[src/rtl/aes_key_schedule.sv]
// AES key expansion: streams round keys 0..NR as 128-bit words; 4-5 cycles per round, 2 cycles per SubWord word.
// Backpressure: a full assembly that cannot reach the output register freezes word production until rk_ready frees it.

module aes_s4 (
  input  logic        clk,
  input  logic        rst,
  input  logic [31:0] d,
  output logic [31:0] q
);
  function automatic logic [7:0] gf_mul(input logic [7:0] a, input logic [7:0] b);
    logic [7:0] p;
    logic [7:0] x;
    p = 8'h00;
    x = a;
    for (int i = 0; i < 8; i++) begin
      if (b[i]) p = p ^ x;
      x = {x[6:0], 1'b0} ^ (x[7] ? 8'h1b : 8'h00);
    end
    return p;
  endfunction

  // Multiplicative inverse as a^254, then the FIPS-197 affine transform.
  function automatic logic [7:0] sbox(input logic [7:0] a);
    logic [7:0] sq;
    logic [7:0] inv;
    sq  = a;
    inv = 8'h01;
    for (int i = 1; i < 8; i++) begin
      sq  = gf_mul(sq, sq);
      inv = gf_mul(inv, sq);
    end
    return inv ^ {inv[6:0], inv[7]} ^ {inv[5:0], inv[7:6]} ^
           {inv[4:0], inv[7:5]} ^ {inv[3:0], inv[7:4]} ^ 8'h63;
  endfunction

  always_ff @(posedge clk or negedge rst) begin
    if (!rst) q <= 32'h0;
    else      q <= {sbox(d[31:24]), sbox(d[23:16]), sbox(d[15:8]), sbox(d[7:0])};
  end
endmodule

module aes_key_schedule #(
  parameter int KEY_BITS = 128
) (
  input  logic                clk,
  input  logic                rst,
  input  logic [KEY_BITS-1:0] key_in,
  input  logic                key_valid,
  output logic                key_ready,
  output logic [127:0]        rk_out,
  output logic [3:0]          rk_round,
  output logic                rk_last,
  output logic                rk_valid,
  input  logic                rk_ready
);
  localparam int NK = KEY_BITS / 32;
  localparam int NR = NK + 6;
  localparam int NW = 4 * (NR + 1);

  generate
    if (KEY_BITS != 128 && KEY_BITS != 192 && KEY_BITS != 256) begin : g_bad_key_bits
      $error("aes_key_schedule: KEY_BITS must be 128, 192 or 256");
    end
  endgenerate

  typedef enum logic [1:0] {IDLE, GEN, SUB, DRAIN} state_t;

  state_t       state;
  logic [31:0]  win [NK];
  logic [5:0]   widx;
  logic [2:0]   pos;
  logic [7:0]   rcon;
  logic [127:0] asm_dat;
  logic [2:0]   asm_cnt;

  logic         first, rot, need_sub, last_word;
  logic         asm_full, out_xfer, asm_move, stall, word_we;
  logic [31:0]  s4_d, s4_q, word;

  function automatic logic [7:0] xtime(input logic [7:0] b);
    return {b[6:0], 1'b0} ^ (b[7] ? 8'h1b : 8'h00);
  endfunction

  // win[0] is always w[j-NK] and win[NK-1] is w[j-1]; while the key words are
  // replayed the window rotates, so it holds w0..w[NK-1] again once they are out.
  assign first     = widx < 6'(NK);
  assign rot       = pos == 3'd0;
  assign need_sub  = !first && (rot || (NK == 8 && pos == 3'd4));
  assign last_word = widx == 6'(NW - 1);
  assign s4_d      = rot ? {win[NK-1][23:0], win[NK-1][31:24]} : win[NK-1];

  assign asm_full  = asm_cnt == 3'd4;
  assign out_xfer  = rk_valid && rk_ready;
  assign asm_move  = asm_full && (!rk_valid || out_xfer);
  assign stall     = asm_full && !asm_move;
  assign rk_last   = rk_round == 4'(NR);

  aes_s4 u_s4 (
    .clk (clk),
    .rst (rst),
    .d   (s4_d),
    .q   (s4_q)
  );

  always_comb begin
    word    = first ? win[0] : (win[0] ^ win[NK-1]);
    word_we = 1'b0;
    if (!stall) begin
      if (state == GEN && !need_sub) begin
        word_we = 1'b1;
      end else if (state == SUB) begin
        word_we = 1'b1;
        word    = win[0] ^ s4_q ^ (rot ? {rcon, 24'h0} : 32'h0);
      end
    end
  end

  always_ff @(posedge clk or negedge rst) begin
    if (!rst) begin
      state     <= IDLE;
      key_ready <= 1'b0;
      widx      <= 6'd0;
      pos       <= 3'd0;
      rcon      <= 8'h01;
      asm_dat   <= 128'h0;
      asm_cnt   <= 3'd0;
      rk_out    <= 128'h0;
      rk_round  <= 4'd0;
      rk_valid  <= 1'b0;
      for (int i = 0; i < NK; i++) win[i] <= 32'h0;
    end else begin
      if (asm_move) begin
        rk_out   <= asm_dat;
        rk_valid <= 1'b1;
      end else if (out_xfer) begin
        rk_valid <= 1'b0;
      end
      if (out_xfer) rk_round <= rk_last ? 4'd0 : rk_round + 4'd1;

      if (word_we) asm_dat <= {asm_dat[95:0], word};
      if (asm_move)     asm_cnt <= word_we ? 3'd1 : 3'd0;
      else if (word_we) asm_cnt <= asm_cnt + 3'd1;

      if (word_we) begin
        for (int i = 0; i < NK - 1; i++) win[i] <= win[i+1];
        win[NK-1] <= word;
        widx      <= widx + 6'd1;
        pos       <= (pos == 3'(NK - 1)) ? 3'd0 : pos + 3'd1;
        if (state == SUB && rot) rcon <= xtime(rcon);
      end

      case (state)
        IDLE: begin
          if (key_valid && key_ready) begin
            state     <= GEN;
            key_ready <= 1'b0;
            widx      <= 6'd0;
            pos       <= 3'd0;
            rcon      <= 8'h01;
            for (int i = 0; i < NK; i++) win[i] <= key_in[KEY_BITS-1-32*i -: 32];
          end else begin
            key_ready <= 1'b1;
          end
        end
        GEN: begin
          if (!stall && need_sub)      state <= SUB;
          else if (word_we && last_word) state <= DRAIN;
        end
        SUB: begin
          if (word_we) state <= last_word ? DRAIN : GEN;
        end
        DRAIN: begin
          if (out_xfer && rk_last) begin
            state     <= IDLE;
            key_ready <= 1'b1;
          end
        end
        default: state <= IDLE;
      endcase
    end
  end
endmodule

[config.mk]
export PLATFORM = sky130hd
export DESIGN_NAME = aes_key_schedule
export DESIGN_NICKNAME = d
export VERILOG_FILES = /design/src/rtl/aes_key_schedule.sv
export SDC_FILE = /design/constraint.sdc
export NUM_CORES = 2
export LEC_CHECK = 0
export CAP_MARGIN = 20
export CORE_ASPECT_RATIO = 2
export CORE_MARGIN = 10
export CORE_UTILIZATION = 50
export DETAILED_ROUTE_END_ITERATION = 7
export DONT_BUFFER_PORTS = 1
export GPL_TIMING_DRIVEN = 0
export PLACE_DENSITY = 0.74
export SYNTH_ARGS = -nofsm -noshare
export SYNTH_HDL_FRONTEND = slang
export SYNTH_SLANG_ARGS = --single-unit
export TNS_END_PERCENT = 1
[constraint.sdc]
create_clock -name clk -period 19.6 [get_ports clk]
set_input_delay 3.92 -clock clk [delete_from_list [all_inputs] [get_ports clk]]
set_output_delay 3.92 -clock clk [all_outputs]
set_load 0.05 [all_outputs]
==> flow_summary.json <==
{
  "outcome": "complete, but fails checks",
  "violations": "DRC, slew limit",
  "initial_core_util_pct": 50.3,
  "drt_first_pass_iters": 8,
  "async_flop_share_pct": 100,
  "route.detailed.drc": 3,
  "fin_tns_setup_ps": 0,
  "finalCritPeriodShare_pct": 96.9,
  "detail-route-antenna-nets": 0,
  "cts_tree": "built",
  "syn_inst": 10075,
  "grt_max_degree": 445,
  "endpoint_kind": "flop",
  "syn_area_sq_um": 77500,
  "layout_commonest_cell": "xnor2_1",
  "whs_ps": 472,
  "wl_mm": 294,
  "dp_cells": 12143,
  "clock_skew_ps": 26.0,
  "hold_depth": 2,
  "area_growth_pct": 9.01,
  "htree_levels": 2,
  "clk_pin_slew_ps": 70,
  "synthDistinctLibCells": 126,
  "yosys_warnings": 0,
  "drive_gt1_share_pct": 9.66,
  "r2r_start": "pos[0]",
  "worst_pin_slew_ps": 1510,
  "num_rows": 204,
  "fill_cells": 14652,
  "grt_usage_pct": 32.1,
  "gp_congestion": 1.02,
  "worst-r2r-setup-slack_ps": 620,
  "grt_pass1_vias": 77102,
  "slowest_delay_ps": 960,
  "dp_hpwl_mm": 229,
  "fin_crit_ps": 18980,
  "pin_count": 267,
  "max_cap_violations": 0,
  "synthesis.nets": 10240,
  "slew_headroom_pct": -0.831,
  "cpMostUsedCell": "xnor2_1",
  "critPathMaxFanout": 10,
  "seqCellArea_sq_um": 11100,
  "root_buffer": "clkbuf_16",
  "place_area_sq_um": 80100,
  "avgSynthCellArea_sq_um": 7.69,
  "slowest_stage": "xor2_1",
  "mostFrequentLayoutCells": "xnor2_1, nand2_1, nor2_1",
  "synth_seq_cells": 444,
  "antenna_found_initial": 7,
  "min_path_type": "reg2reg",
  "initialDrtViolationCount": 6560,
  "rsz0062_at_grt": "true",
  "dieArea_sq_um": 172000,
  "die_h_um": 577,
  "reg2reg_depth": 65,
  "core-area_sq_um": 154000,
  "clock_path_buffers": 3,
  "clkLatencyLatePin_ps": 580,
  "r2r_end": "u_s4.q[0]",
  "ys_seq_area_share_pct": 14.3,
  "fin_cells": 12292,
  "via_per_inst": 6.30,
  "fmaxAchievable_mhz": 52.7,
  "vias": 77500,
  "gr-total-overflow": 0,
  "setup_viol": 0,
  "fp.dieW_um": 298,
  "fin_area_sq_um": 84500,
  "cts_buffers": 36,
  "synth_flop_cell": "dfrtp_1",
  "grt_pass1_wl_mm": 445,
  "synth_edf_count": 0,
  "hold_viol_final": 0,
  "wl_per_cell_um": 24.0,
  "clock-sinks": 444,
  "port_buffers": 0,
  "worstPathRequired_ps": 20010,
  "crit_type": "reg2reg",
  "hold_start": "asm_dat[115]",
  "drv_slew": 28,
  "critPathLaunchType": "flop",
  "holdPathEnd": "asm_dat[115]",
  "multiInputGateArea_sq_um": 65500,
  "critPathArrivalTime_ps": 19390,
  "finalNetCount": 10364
}
-- layout make-up --
class,count,area share (%)
Tap cell,2060,3.05
Clock inverter,18,0.238
Timing Repair Buffer,97,0.868
Buffer,668,3.42
Multi-Input combinational cell,8840,77.5
Sequential cell,444,13.2
Clock buffer,47,1.21
Antenna cell,6,0.0178
Inverter,112,0.514
-- cell families after synthesis --
group	after synthesis	synth area share [%]
simple gates	3712	20.5
xor+xnor	2669	37.6
compound gates	1965	16.5
buf+inv	791	4.16
mux	461	6.34
flops	444	14.3
fa+ha+maj	33	0.533
-- metal layers --
metal  part of all wire, %  global-route usage (%)
met1                    33                    30.6
met2                    51                    59.8
met3                   6.1                    4.37
met4                    10                    28.1
met5                 0.014                       0
-- worst max path at each step --
| stage | startpoint | slack, ps | to | depth (start not counted) |
|---|---|---|---|---|
| final | pos[0] | 620 | u_s4.q[0] | 65 |
| after global routing | pos[0] | -100 | u_s4.q[10] | 72 |
| after CTS | pos[0] | -50 | u_s4.q[13] | 72 |
| after detailed placement | pos[0] | -3500 | u_s4.q[0] | 76 |
| after global placement | pos[0] | -3210 | u_s4.q[0] | 76 |
| after floorplan | pos[0] | 2140 | u_s4.q[7] | 76 |
-- metrics by stage --
stage                     setup WS (ps)  utilization [%]
after detailed placement          -3500             52.0
after global routing              -97.0             54.8
final                               616             54.8
after CTS                         -46.8             53.7
after global placement            -3210             51.9
after floorplan                    2140                -
-- flip-flops by register name (all words and copies together), names as in the netlist --
signal and cells:
widx 6, u_s4.q 32, pos 3, key_ready 1, asm_dat 128, rcon 8
win 128, asm_cnt 3, state 2, rk_valid 1, rk_round 4, rk_out 128
-- cell usage after synthesis (all sizes together), types with 161 or more instances --
library cell     n  area, sq um
dfrtp          443        11100
nand2         1442         5420
xnor2         1820        16600
mux2i          269         2740
xor2           504         4650
buf            161          862
xnor3          308         6950
nor2          1354         5100
nand3          217         1090
a31oi          209         1310
clkbuf         518         1940
mux2           191         2150
o21ai          409         2050
a21oi          480         2420
nor3           232         1170
-- critical path: cells and delay by family (launching register included) --
| family | cells | cell delay, ps |
|---|---|---|
| buffers and inverters | 13 | 2590 |
| AOI/OAI and AO/OA | 7 | 1290 |
| adders and majority gates | 3 | 1000 |
| muxes | 2 | 680 |
| xor gates and xnor gates | 34 | 11660 |
| and+or+nand+nor | 6 | 1090 |
| DFF | 1 | 420 |
-- timing repair --
| action | in CTS | in global routing |
|---|---|---|
| pin swaps | 25 | 35 |
| buffers inserted | 31 | 51 |
| hold endpoints to repair | 0 | 0 |
| hold buffers | 0 | 0 |
| endpoints found under the setup margin | 32 | 32 |
| resized for setup | 204 | 250 |
Power is left out: the tool's default activity adds up to more than one toggle a clock period on the data nets, which glitch-free logic cannot reach.
